## config.mk

```make
export PLATFORM = sky130hd
export DESIGN_NAME = fp_encoder_seq
export DESIGN_NICKNAME = d
export VERILOG_FILES = /design/src/rtl/fp_encoder_seq.sv
export SDC_FILE = /design/constraint.sdc
export NUM_CORES = 1
export LEC_CHECK = 0
export BUFFER_PORTS_ARGS = -buffer_cell sky130_fd_sc_hd__buf_4
export CAP_MARGIN = 20
export CORE_MARGIN = 3
export CORE_UTILIZATION = 51
export DETAILED_ROUTE_END_ITERATION = 8
export PLACE_DENSITY = 0.88
export REMOVE_ABC_BUFFERS = 1
export SLEW_MARGIN = 20
export SYNTH_ARGS = -nofsm -noshare
export SYNTH_HDL_FRONTEND = slang
export SYNTH_SLANG_ARGS = --single-unit
```

## constraint.sdc

```tcl
create_clock -name clk -period 2 [get_ports clk]
set_clock_uncertainty 0.05 [all_clocks]
set_input_delay 0.2 -clock clk [delete_from_list [all_inputs] [get_ports clk]]
set_output_delay 0.2 -clock clk [all_outputs]
set_load 0.005 [all_outputs]
```

## src/rtl/fp_encoder_seq.sv

```systemverilog
// fp_encoder_seq: sequential linear-to-floating-point encoder.
// A two's-complement sample is captured, its magnitude is normalised one
// shift per cycle, then rounded (optional) into sign/exponent/mantissa.
// Encoded value = out_mant * 2^out_exp. Valid/ready handshake on both sides.
//
// state | meaning
// IDLE  | waiting for a sample, in_ready = 1
// NORM  | shifting magnitude left until MSB set or exponent reaches 0
// ROUND | rounding / renormalising, result registered to outputs
// DONE  | holding result until out_ready
module fp_encoder_seq #(
  parameter int DATA_W   = 12,
  parameter int MANT_W   = 4,
  parameter int EXP_W    = 3,
  parameter int ROUND_EN = 1
) (
  input  logic              clk,
  input  logic              rst,
  input  logic [DATA_W-1:0] in_data,
  input  logic              in_valid,
  output logic              in_ready,
  output logic              out_sign,
  output logic [EXP_W-1:0]  out_exp,
  output logic [MANT_W-1:0] out_mant,
  output logic              out_sat,
  output logic              out_valid,
  input  logic              out_ready
);

  localparam int M      = DATA_W - 1;
  localparam int SH_MAX = M - MANT_W;

  // The exponent must be able to hold the full shift range, and at least one
  // magnitude bit must be left below the mantissa for the round bit.
  if ((SH_MAX > (2 ** EXP_W) - 1) || (MANT_W >= M)) begin : g_param_check
    $error("fp_encoder_seq: need M-MANT_W <= 2^EXP_W-1 and MANT_W < M");
  end

  localparam logic [EXP_W-1:0]  EXP_INIT  = EXP_W'(SH_MAX);
  localparam logic [EXP_W-1:0]  EXP_MAX   = '1;
  localparam logic [MANT_W-1:0] MANT_MAX  = '1;
  localparam logic [MANT_W-1:0] MANT_HALF = MANT_W'(1) << (MANT_W - 1);

  typedef enum logic [1:0] {
    IDLE  = 2'd0,
    NORM  = 2'd1,
    ROUND = 2'd2,
    DONE  = 2'd3
  } state_t;

  state_t           state;
  logic [M-1:0]     mag;
  logic [EXP_W-1:0] exp_r;
  logic             sign_r;
  logic             clip_r;

  logic             in_neg;
  logic             in_is_min;
  logic [M-1:0]     neg_mag;
  logic [M-1:0]     cap_mag;

  logic [MANT_W-1:0] m_trunc;
  logic              r_bit;
  logic [MANT_W:0]   m_inc;
  logic [MANT_W-1:0] rnd_mant;
  logic [EXP_W-1:0]  rnd_exp;
  logic              rnd_sat;

  // Magnitude of the incoming sample; the most negative code cannot be
  // represented in M bits, so it is clipped to full scale.
  always_comb begin
    in_neg    = in_data[DATA_W-1];
    in_is_min = in_neg && (in_data[M-1:0] == '0);
    neg_mag   = (~in_data[M-1:0]) + M'(1);
    cap_mag   = in_data[M-1:0];
    if (in_is_min) begin
      cap_mag = '1;
    end else if (in_neg) begin
      cap_mag = neg_mag;
    end
  end

  // Rounding on the first discarded bit, with renormalisation or saturation
  // when the mantissa increment overflows.
  always_comb begin
    m_trunc  = mag[M-1 -: MANT_W];
    r_bit    = (exp_r != '0) && mag[SH_MAX-1];
    m_inc    = {1'b0, m_trunc} + {{MANT_W{1'b0}}, 1'b1};
    rnd_mant = m_trunc;
    rnd_exp  = exp_r;
    rnd_sat  = clip_r;
    if ((ROUND_EN != 0) && r_bit) begin
      if (!m_inc[MANT_W]) begin
        rnd_mant = m_inc[MANT_W-1:0];
      end else if (exp_r != EXP_MAX) begin
        rnd_mant = MANT_HALF;
        rnd_exp  = exp_r + EXP_W'(1);
      end else begin
        rnd_mant = MANT_MAX;
        rnd_sat  = 1'b1;
      end
    end
  end

  // Control FSM with all datapath registers and registered outputs.
  always_ff @(posedge clk or posedge rst) begin
    if (rst) begin
      state     <= IDLE;
      mag       <= '0;
      exp_r     <= '0;
      sign_r    <= 1'b0;
      clip_r    <= 1'b0;
      in_ready  <= 1'b1;
      out_valid <= 1'b0;
      out_sign  <= 1'b0;
      out_exp   <= '0;
      out_mant  <= '0;
      out_sat   <= 1'b0;
    end else begin
      case (state)
        IDLE: begin
          if (in_valid) begin
            sign_r   <= in_neg;
            mag      <= cap_mag;
            clip_r   <= in_is_min;
            exp_r    <= EXP_INIT;
            in_ready <= 1'b0;
            state    <= NORM;
          end
        end
        NORM: begin
          if (mag[M-1] || (exp_r == '0)) begin
            state <= ROUND;
          end else begin
            mag   <= {mag[M-2:0], 1'b0};
            exp_r <= exp_r - EXP_W'(1);
          end
        end
        ROUND: begin
          out_sign  <= sign_r;
          out_exp   <= rnd_exp;
          out_mant  <= rnd_mant;
          out_sat   <= rnd_sat;
          out_valid <= 1'b1;
          state     <= DONE;
        end
        DONE: begin
          if (out_ready) begin
            out_valid <= 1'b0;
            in_ready  <= 1'b1;
            state     <= IDLE;
          end
        end
        default: begin
          state     <= IDLE;
          in_ready  <= 1'b1;
          out_valid <= 1'b0;
        end
      endcase
    end
  end

endmodule

```

==> parameters.txt <==
Parameter                              Value

Floorplan
  Die Span X ... roughly 65 um
  Die extent in y ... between 60 and 70 um
  Starting utilization of the core area ... 0.556
  Number of rows in the core area ... 20
  Die Footprint ... 4170 um^2
  Io pins ... 27
  Area of the core region ... between 3000 and 4000 um^2

Yosys
  Most frequently used cell type in the post-synthesis netlist ... sky130_fd_sc_hd__dfrtp_1
  Number of enable-type register cells in the synthesized netlist ... 0
  Syn Inst Count ... between 150 and 200
  Cell area after synthesis ... around 1800 um^2
  Combinational family with the most area after synthesis ... compound AO/OA/AOI/OAI gates
  Proportion of synthesized chip area in sequential cells ... 0.415
  Area leader, netlist ... sky130_fd_sc_hd__dfrtp_1
  Unique masters post-synth ... 48
  Post-Synth Adder-Cell Area ... 0.0643
  Most used standard cells in the synthesized netlist ... sky130_fd_sc_hd__dfrtp_1, sky130_fd_sc_hd__a21oi_1, sky130_fd_sc_hd__nor2_1, sky130_fd_sc_hd__inv_1, sky130_fd_sc_hd__nand2_1
  Proportion of synthesized area in mux cells ... 0.0614
  Leading post-synthesis cells by cell area ... sky130_fd_sc_hd__dfrtp_1, sky130_fd_sc_hd__ha_1, sky130_fd_sc_hd__a21oi_1
  Post-Synthesis Mean Instance Area ... about 9.4 um^2
  Ys Warns ... 0
  Yosys top cell area share ... 0.400
  Post-synthesis register bit count ... 29
  Post-Synth XOR/XNOR Area ... 0.0300
  Share of flip-flops with an asynchronous set or reset after synthesis ... 1.00
  Main flop type after synthesis ... sky130_fd_sc_hd__dfrtp_1
  Simple-gate portion of the synthesized area ... 0.193
  Compound-gate portion of the synthesized area ... 0.194

GRT
  Largest net degree at the start of global routing ... 30
  Wire length of the first global-routing pass ... roughly 6.6 mm
  GRT overflow ... 0
  Vias in the first global route ... 1491
  Antenna violations before repair ... 0
  Global-route usage over all layers ... 0.203

Outcome
  Result of the run ... finished clean

Setup path
  Maximum net fanout on the critical path ... 9
  Crit-path slowest cell ... sky130_fd_sc_hd__dfrtp_1
  Critical Path AT ... between 2 and 2.5 ns
  Setup slack of the worst register-to-register path ... 0.09 ns
  Required time reported for the critical path endpoint ... approximately 2.2 ns
  Kind of end point of the critical path ... flop
  Ordered cell list for the critical path ... inv_1 > ha_1 > ha_2 > o21a_1 > or2_4 > buf_4 > a211o_1
  Crit path largest cell delay ... about 0.36 ns
  Crit Path Class ... reg2reg
  Setup crit start kind ... flop

Timing
  Min Tclk post-route ... roughly 1.9 ns
  Setup Viol. Count Final ... 0
  Fmax ... about 520 MHz
  Number of hold violations in the final report ... 0
  Setup slack of the critical path after layout ... 0.0868 ns
  Max-slew headroom at the worst pin ... 0.743
  Final max-slew violation count ... 0
  Worst slew pin tran ... roughly 0.38 ns
  Final worst path period share ... 0.957

Drt
  Routed length per placed instance ... 13.6 um
  Via Count ... ~1500
  DRC violations left ... 0
  Via density per instance ... 5.57
  Detailed Routing Iterations Pass 1 ... 4
  Drt total wl ... 3.75 mm
  Final ANT Viol Nets ... 0
  Violation count after the first detailed-route iteration ... 83

Clock tree
  CTS HTree Levels ... 2
  Master cell of the clock root buffer ... sky130_fd_sc_hd__clkbuf_4
  Number of CTS-inserted buffers ... 5
  Buffer levels on the longest clock path ... 2
  Clock Sinks ... 29
  Worst skew pair latency ... between 0.3 and 0.4 ns
  Clk pin slew, worst setup/hold paths ... approximately 0.09 ns
  CTS tree ... yes

Cells and area
  Number of cells in the finished layout apart from fillers ... roughly 280
  Layout overhead on the synthesized area ... 25.5%
  Total number of nets in the final design ... around 260
  Number of antenna cells inserted ... 0
  Multi-input gate area ... ~970 um^2
  Proportion of layout cells with a drive suffix above 1 ... 0.289
  Filler cell count in the final layout ... around 270
  Post-route standard cell area excluding fillers ... roughly 2200 um^2
  End-of-flow core utilization ... 0.697
  Register area ... 727 um^2

Flow run
  Max-capacitance violation count ... 0

Place
  Worst setup timing slack at the placement stage ... between 0.03 and 0.04 ns
  HPWL reported at the end of detailed placement ... slightly below 3 mm
  Placed standard-cell area ... slightly above 2000 um^2
  Global placer's final weighted congestion ... 0.815
  Number of input and output port buffers inserted ... 26
  Placed insts ... roughly 270

Hold path
  Hold crit path type ... in2reg

Pwr
  Power density cells ... 1430 nW/um^2
  Leak ... between 1 and 1.5 nW
  Peak ir drop on the vdd network ... a little under 0.0008 V
## per-stage QoR
| step | hold WS [ns] | TNS, ns | power (mW) |
|---|---|---|---|
| 2_1_floorplan | 0.227 | 0 | 2.03 |
| 3_3_place_gp | 0.244 | 0 | 2.63 |
| 3_5_place_dp | 0.249 | 0 | 2.69 |
| 4_1_cts | 0.147 | 0 | 3.11 |
| 5_1_grt | 0.174 | -0.00247 | 3.44 |
| 6_report | 0.161 | 0 | 3.15 |
## cell families after synthesis
logic type | Yosys count
muxes | 10
and+or+nand+nor | 61
xor gates and xnor gates | 6
AOI/OAI and AO/OA | 53
DFF | 29
buffers and inverters | 19
adders and majority gates | 9
## per-layer routing
layer  vias to the layer above  track usage  part of all wire
li1                        757            -                 -
met4                         0       0.0765            0.0091
met1                       739        0.257              0.44
met3                         5       0.0485             0.053
met5                         -            0                 0
met2                        36        0.335              0.49
## cell type report
type | instances | area share
clock inverter | 1 | 0.00228
tap | 44 | 0.0250
multi-input combinational | 139 | 0.443
sequential | 29 | 0.331
inverter | 14 | 0.0239
clock buffer | 7 | 0.0296
timing repair buffer | 42 | 0.146
## critical path, delay by kind of cell (launching register included)
family,cells,cell delay (ns)
AOI/OAI and AO/OA,2,0.50
adders and majority gates,2,0.38
buffers and inverters,2,0.23
DFF,1,0.36
and+or+nand+nor,1,0.28
## worst paths after layout
check                                      from                    to  cells past startpoint
max in group asynchronous                   rst  in_ready$_DFFE_PP1P_                      4
min reg2reg                  mag[3]$_DFFE_PP0P_    mag[3]$_DFFE_PP0P_                      2
min in group asynchronous                   rst   out_sat$_DFFE_PP0P_                      4
max                        exp_r[0]$_DFFE_PP0P_    mag[7]$_DFFE_PP0P_                      7
min                                 in_data[10]   mag[10]$_DFFE_PP0P_                      3
max reg2reg                exp_r[0]$_DFFE_PP0P_    mag[7]$_DFFE_PP0P_                      7
## layout by cell type, fill, tap and decap left out, drive strengths merged, types with 2 or more instances in the layout
cell / n
clkbuf: 7
nand2: 13
nor3: 8
or3: 2
nor3b: 2
buf: 40
nand4: 2
o211ai: 2
xor2: 2
dfrtp: 28
o221a: 2
inv: 14
mux2i: 4
o21a: 3
mux2: 6
nand2b: 5
nor2: 17
ha: 9
and4: 2
a31oi: 6
dlygate4sd3: 2
nor4b: 2
a21oi: 17
nand3: 2
xnor2: 4
o21ai: 13
## timing repair
action	4_1_cts	5_1_grt
buffers inserted	0	1
resized for setup	0	6
setup endpoints to repair	0	5
endpoints found under the hold margin	29	0
hold buffers	2	0
## flip-flops by register name, summed over array words and instances, names as in the netlist
signal     flops
clip_r         1
exp_r          3
in_ready       1
mag           11
out_exp        3
out_mant       4
out_sat        1
out_sign       1
out_valid      1
sign_r         1
state          2
## where the power goes
part	total [mW]	switching, mW	internal (mW)
logic	1.69	0.824	0.869
clock network	0.407	0.203	0.204
registers	1.05	0.192	0.858
Note: power is estimated with default switching activity, not from simulation.
